[src/rtl/fir_mc_pkg.sv]
// Shared types and constants for the time-multiplexed multichannel FIR (fir_mc).
package fir_mc_pkg;

  localparam int N_DEF  = 31;
  localparam int CW_DEF = 18;

  typedef logic signed [CW_DEF-1:0] coef_t;

  // Symmetric low-pass-ish set, Q1.17; DC gain is about 1.6 so full-scale input saturates.
  localparam coef_t FIR_COEFFS [N_DEF] = '{
    -18'sd1200,  18'sd800,   18'sd2500, -18'sd3000,  18'sd4100,  18'sd5200,
    -18'sd2600,  18'sd7300,  18'sd8400,  18'sd9500,  18'sd10600, 18'sd11700,
     18'sd12800, 18'sd13900, 18'sd15000, 18'sd20000, 18'sd15000, 18'sd13900,
     18'sd12800, 18'sd11700, 18'sd10600, 18'sd9500,  18'sd8400,  18'sd7300,
    -18'sd2600,  18'sd5200,  18'sd4100, -18'sd3000,  18'sd2500,  18'sd800,
    -18'sd1200
  };

  typedef enum logic [1:0] {IDLE, MAC, ROUND, DONE} state_t;

  function automatic int acc_width(input int m, input int cw, input int n);
    return m + cw + $clog2(n);
  endfunction

endpackage

[src/rtl/fir_delay_line.sv]
// Per-channel N-deep circular sample buffer; reads are addressed as an offset back from wptr.
// The second read port exists only when FIR_MC_SYMMETRIC_EN is defined.
module fir_delay_line #(
  parameter int N  = 31,
  parameter int M  = 24,
  parameter int AW = $clog2(N)
) (
  input  logic                ck_i,
  input  logic                rst_n_i,
  input  logic                we_i,
  input  logic [AW-1:0]       wptr_i,
  input  logic signed [M-1:0] wdata_i,
  input  logic [AW-1:0]       off_a_i,
  output logic signed [M-1:0] rdata_a_o
`ifdef FIR_MC_SYMMETRIC_EN
  ,
  input  logic [AW-1:0]       off_b_i,
  output logic signed [M-1:0] rdata_b_o
`endif
);

  logic signed [M-1:0] mem_q [N];

  always_ff @(posedge ck_i or negedge rst_n_i) begin
    if (!rst_n_i) begin
      for (int i = 0; i < N; i++) mem_q[i] <= '0;
    end else if (we_i) begin
      mem_q[wptr_i] <= wdata_i;
    end
  end

  // (wptr - off) mod N without a divider; both operands are already < N.
  function automatic logic [AW-1:0] rd_addr(input logic [AW-1:0] p, input logic [AW-1:0] o);
    return (p >= o) ? (p - o) : (p + AW'(N) - o);
  endfunction

  assign rdata_a_o = mem_q[rd_addr(wptr_i, off_a_i)];
`ifdef FIR_MC_SYMMETRIC_EN
  assign rdata_b_o = mem_q[rd_addr(wptr_i, off_b_i)];
`endif

endmodule

[src/rtl/fir_mc.sv]
// C-channel N-tap FIR on one shared MAC, with round-half-up, saturation and overrun flag.
// Define FIR_MC_SYMMETRIC_EN to fold symmetric taps (pre-add) and halve the MAC phase.
module fir_mc
  import fir_mc_pkg::*;
#(
  parameter int N  = 31,
  parameter int M  = 24,
  parameter int C  = 2,
  parameter int CW = 18
) (
  input  logic           ck,
  input  logic           rst_n,
  input  logic [C*M-1:0] in,
  input  logic           input_ready,
  output logic [C*M-1:0] out,
  output logic           output_ready,
  output logic           busy,
  output logic           overrun
);

  localparam int AW  = $clog2(N);
  localparam int CHW = (C > 1) ? $clog2(C) : 1;
  localparam int AC  = acc_width(M, CW, N);
`ifdef FIR_MC_SYMMETRIC_EN
  localparam int NMAC = (N + 1) / 2;
`else
  localparam int NMAC = N;
`endif
  localparam logic [AW-1:0] LAST_TAP = AW'(NMAC - 1);
  localparam logic signed [AC-1:0] RND  = AC'(1) <<< (CW - 2);
  localparam logic signed [AC-1:0] MAXV = {{(AC-M+1){1'b0}}, {(M-1){1'b1}}};
  localparam logic signed [AC-1:0] MINV = {{(AC-M+1){1'b1}}, {(M-1){1'b0}}};

  state_t               state_q, state_d;
  logic [AW-1:0]        tap_q, tap_d, wptr_q, wptr_d;
  logic [CHW-1:0]       ch_q, ch_d;
  logic signed [AC-1:0] acc_q, acc_d, prod;
  logic [C*M-1:0]       out_q, out_d;
  logic                 ordy_q, busy_q, ovr_q, we;
  logic signed [M-1:0]  rd_a [C];

  function automatic logic [M-1:0] round_sat(input logic signed [AC-1:0] a);
    logic signed [AC-1:0] r;
    r = (a + RND) >>> (CW - 1);
    if (r > MAXV)      r = MAXV;
    else if (r < MINV) r = MINV;
    return r[M-1:0];
  endfunction

`ifdef FIR_MC_SYMMETRIC_EN
  logic signed [M-1:0] rd_b [C];
  logic signed [M:0]   pre;
  logic [AW-1:0]       off_b;
  assign off_b = AW'(N - 1) - tap_q;
`endif

  for (genvar g = 0; g < C; g++) begin : g_ch
    fir_delay_line #(.N(N), .M(M), .AW(AW)) u_dl (
      .ck_i      (ck),
      .rst_n_i   (rst_n),
      .we_i      (we),
      .wptr_i    (wptr_q),
      .wdata_i   (in[g*M +: M]),
      .off_a_i   (tap_q),
      .rdata_a_o (rd_a[g])
`ifdef FIR_MC_SYMMETRIC_EN
      ,
      .off_b_i   (off_b),
      .rdata_b_o (rd_b[g])
`endif
    );
  end

  always_comb begin
`ifdef FIR_MC_SYMMETRIC_EN
    // Centre tap of an odd-length filter has no partner and must not be doubled.
    pre = (M+1)'(rd_a[ch_q]);
    if (tap_q != off_b) pre = pre + (M+1)'(rd_b[ch_q]);
    prod = AC'(pre) * AC'(FIR_COEFFS[tap_q]);
`else
    prod = AC'(rd_a[ch_q]) * AC'(FIR_COEFFS[tap_q]);
`endif
  end

  always_comb begin
    state_d = state_q;
    tap_d   = tap_q;
    ch_d    = ch_q;
    acc_d   = acc_q;
    wptr_d  = wptr_q;
    out_d   = out_q;
    we      = 1'b0;
    case (state_q)
      IDLE: if (input_ready) begin
        we      = 1'b1;
        acc_d   = '0;
        tap_d   = '0;
        ch_d    = '0;
        state_d = MAC;
      end
      MAC: begin
        acc_d = acc_q + prod;
        if (tap_q == LAST_TAP) state_d = ROUND;
        else                   tap_d   = tap_q + 1'b1;
      end
      ROUND: begin
        out_d[ch_q*M +: M] = round_sat(acc_q);
        if (ch_q == CHW'(C - 1)) begin
          state_d = DONE;
        end else begin
          ch_d    = ch_q + 1'b1;
          tap_d   = '0;
          acc_d   = '0;
          state_d = MAC;
        end
      end
      DONE: begin
        wptr_d  = (wptr_q == AW'(N - 1)) ? '0 : wptr_q + 1'b1;
        state_d = IDLE;
      end
      default: state_d = IDLE;
    endcase
  end

  always_ff @(posedge ck or negedge rst_n) begin
    if (!rst_n) begin
      state_q <= IDLE;
      tap_q   <= '0;
      ch_q    <= '0;
      acc_q   <= '0;
      wptr_q  <= '0;
      out_q   <= '0;
      ordy_q  <= 1'b0;
      busy_q  <= 1'b0;
      ovr_q   <= 1'b0;
    end else begin
      state_q <= state_d;
      tap_q   <= tap_d;
      ch_q    <= ch_d;
      acc_q   <= acc_d;
      wptr_q  <= wptr_d;
      out_q   <= out_d;
      ordy_q  <= (state_q == DONE);
      busy_q  <= (state_d != IDLE);
      ovr_q   <= ovr_q | (input_ready & (state_q != IDLE));
    end
  end

  assign out          = out_q;
  assign output_ready = ordy_q;
  assign busy         = busy_q;
  assign overrun      = ovr_q;

endmodule

[config.mk]
export PLATFORM = sky130hd
export DESIGN_NAME = fir_mc
export DESIGN_NICKNAME = d
export VERILOG_FILES = /design/src/rtl/fir_mc_pkg.sv /design/src/rtl/fir_delay_line.sv /design/src/rtl/fir_mc.sv
export SDC_FILE = /design/constraint.sdc
export NUM_CORES = 2
export LEC_CHECK = 0
export BUFFER_PORTS_ARGS = -buffer_cell sky130_fd_sc_hd__buf_2
export CORE_ASPECT_RATIO = 2
export CORE_MARGIN = 3
export CORE_UTILIZATION = 29
export CTS_CLUSTER_DIAMETER = 30
export DETAILED_ROUTE_END_ITERATION = 6
export PLACE_DENSITY_LB_ADDON = 0.15
export SLEW_MARGIN = 20
export SYNTH_ARGS = -nofsm -noshare
export SYNTH_HDL_FRONTEND = slang
export SYNTH_SLANG_ARGS = --single-unit
[constraint.sdc]
create_clock -name ck -period 11.7 [get_ports ck]
set_input_delay 2.925 -clock ck [delete_from_list [all_inputs] [get_ports ck]]
set_output_delay 2.925 -clock ck [all_outputs]
set_load 0.03 [all_outputs]
==> impl_metrics.toml <==
[synth]
synth_top_area_cell = "dfrtp_1"
synth-seq-cells = 1597
yosysMostFrequentCell = "dfrtp_1"
syn_nets = 9539
synth_edf_count = 0
ys_types = 81
syn_avg_cell_area_um2 = 10.41
synthTopCellsByCount = "dfrtp_1 (1597), nand2_1 (1525), mux2_2 (1488)"
postSynth.asyncResetShare = 1.000
synth_cells = 8879
synth_warnings = 0
netlist_area_um2 = 92460
ys_top_cells_by_area = "dfrtp_1 (43%), mux2_2 (18%), fa_1 (9.1%)"
ys.flop_type = "dfrtp_1"
synth_top_area_frac = 0.4322
ys_seq_area_frac = 0.4322

[sta]
worstMarginPinSlew_ns = 1.197
fin_ws_ns = 0.3148
fin_crit_sh = 0.9731
clock_skew_ns = 0.1016
drv_slew = 0
period_needed_ns = 11.39
rsz0062_at_grt = "false"
relSlewSlack = 0.2021
hold_violations = 0
max_freq_mhz = 87.83
setup_tns_ns = 0
setup_violations = 0
hold_ws_ns = 0.4669

[cts]
clk_pin_slew_worst_paths_ns = 0.05
cts_tree = "built"
cts_htree_levels = 5
clock-sinks = 1597
insertion_delay_ns = 0.90
cts-root-buf = "clkbuf_16"
max-clock-path-buffers = 4
holdBufCountCts = 0
cts_inserted_buffers = 270

[setup_path]
critical_path_buf_inv_count = 6
slowest_stage = "xnor2_4"
slowest_delay_ns = 0.77
timing.rr.start = "tap_q[3]"
critPathLaunchType = "flop"
crit_arrival_ns = 12.09
crit_start = "tap_q[3]"
endpoint_kind = "flop"
required_ns = 12.40
worstPathMaxFanout = 19
path_delay_family = "adder cells"
crit_type = "flop to flop"
crit_top_cell = "fa_1"

[floorplan]
num_rows = 292
dieArea_um2 = 326100
start_util = 0.2919
die_w_um = 405.3
core_area_um2 = 316800
die_h_um = 804.5
io_pins = 102

[grt]
antenna_found_initial = 48
grt-ovfl-total = 0
grt_first_pass_wirelength_um = 518800
grt_max_degree = 162
grt_pass1_vias = 74390
use_met3 = 0.03044
track_usage = 0.2140
use_met1 = 0.2446
grt.busiest_layer = "met2"
met2_usage = 0.3931

[final_layout]
drive_gt1_frac = 0.2717
final_util = 0.3396
fill_cells = 31800
area_growth_pct = 16.33
regArea_um2 = 39960
multi_input_area_um2 = 47780
nets = 9459

[place]
dp_hpwl_um = 223000
gp_congestion = 0.8916
portBuffers = 101
dp_slack_ns = 0.2968

[routing]
routed_wl_um = 353800
vias_per_cell = 5.293
wl_per_cell_um = 26.93
drc_errors = 0
routed-via-count = 69530
antenna_left = 0
firstDrtPassIters = 7
drt_iter0_drc = 4446

[worst_hold_path]
hold_path.class = "flop to flop"
hp-start = "out[46]"

[status]
status = "finished, final reports clean"

[flow_run]
drv_cap = 0
-- state kept, by name (all words and copies together) (netlist names) --
| signal | flops |
|---|---|
| acc_q | 45 |
| busy | 1 |
| ch_q | 1 |
| g_ch.u_dl.mem_q | 1488 |
| out | 48 |
| output_ready | 1 |
| overrun | 1 |
| state_q | 2 |
| tap_q | 5 |
| wptr_q | 5 |
-- worst paths after layout --
check,end,depth (start not counted),slack (ns)
min,out[46],2,0.47
max,acc_q[46],32,0.31
max reg2reg,acc_q[46],32,0.31
min reg2reg,out[46],2,0.47
min in group asynchronous,g_ch[0].u_dl.mem_q[617],1,2.09
max in group asynchronous,g_ch[1].u_dl.mem_q[134],3,7.07
-- cells in the final DEF, fill, tap and decap left out, drive strengths merged, types with 9 or more instances in the layout --
cell	synthesis	layout
dfrtp	1597	1597
nand2	1525	1525
mux2	1488	1488
nand3	1083	1083
inv	492	536
fa	422	422
buf	319	414
clkbuf	450	324
a21oi	207	207
ha	187	187
o22ai	177	177
o22a	164	164
o21ai	155	155
nor2	98	98
clkinv	2	72
nand4	59	59
a211oi	58	58
nand2b	43	43
xnor2	42	42
a22o	27	27
bufinv	0	27
nor3	22	22
clkinvlp	0	21
xor2	19	19
nor2b	17	17
a21o	16	16
a221oi	15	15
a311oi	15	15
and3	13	13
or2	12	12
o211ai	11	11
nor3b	10	10
nand3b	9	9
and2	9	9
o31ai	9	9
-- worst register-to-register path, delay by kind of cell (launching register included) --
kind	cells	cell delay (ns)
xor+xnor	1	0.78
fa+ha+maj	9	4.22
flops	1	0.36
simple gates	4	1.31
buf+inv	6	1.59
compound gates	12	3.03
-- timing repair --
action	in CTS	in global routing
setup buffers	0	2
setup endpoints to repair	0	5
gates resized for setup	0	3
-- cells by family after synthesis --
family                     Yosys count  synth area share
buffers and inverters             1263           0.05516
xor gates and xnor gates            61          0.006062
AOI/OAI and AO/OA                  916           0.06637
muxes                             1500            0.1831
adders and majority gates          609            0.1167
and+or+nand+nor                   2933            0.1405
DFF                               1597            0.4322
-- layer usage --
metal | share of wire | wire length, um
met5 | 0.00071 | 251
met4 | 0.050 | 17690
met3 | 0.043 | 15050
met2 | 0.52 | 184000
met1 | 0.39 | 136900
-- final cells by class --
cell class                      count  share of cell area
Antenna cell                        8           0.0001861
Clock buffer                      324             0.06916
Clock inverter                    162             0.01883
Inverter                          494             0.01724
Multi-Input combinational cell   6022              0.4442
Sequential cell                  1597              0.3715
Tap cell                         4116             0.04788
Timing Repair Buffer              414             0.03099
-- stage by stage --
stage	cells	area, um2
CTS	13120	107400
global route	13130	107500
floorplan	8879	92460
finish	13140	107600
global placement	12640	97980
detailed placement	12640	97980
Power is not shown: default switching activity piles up to over one toggle a cycle in this logic, so the estimate is an artifact.
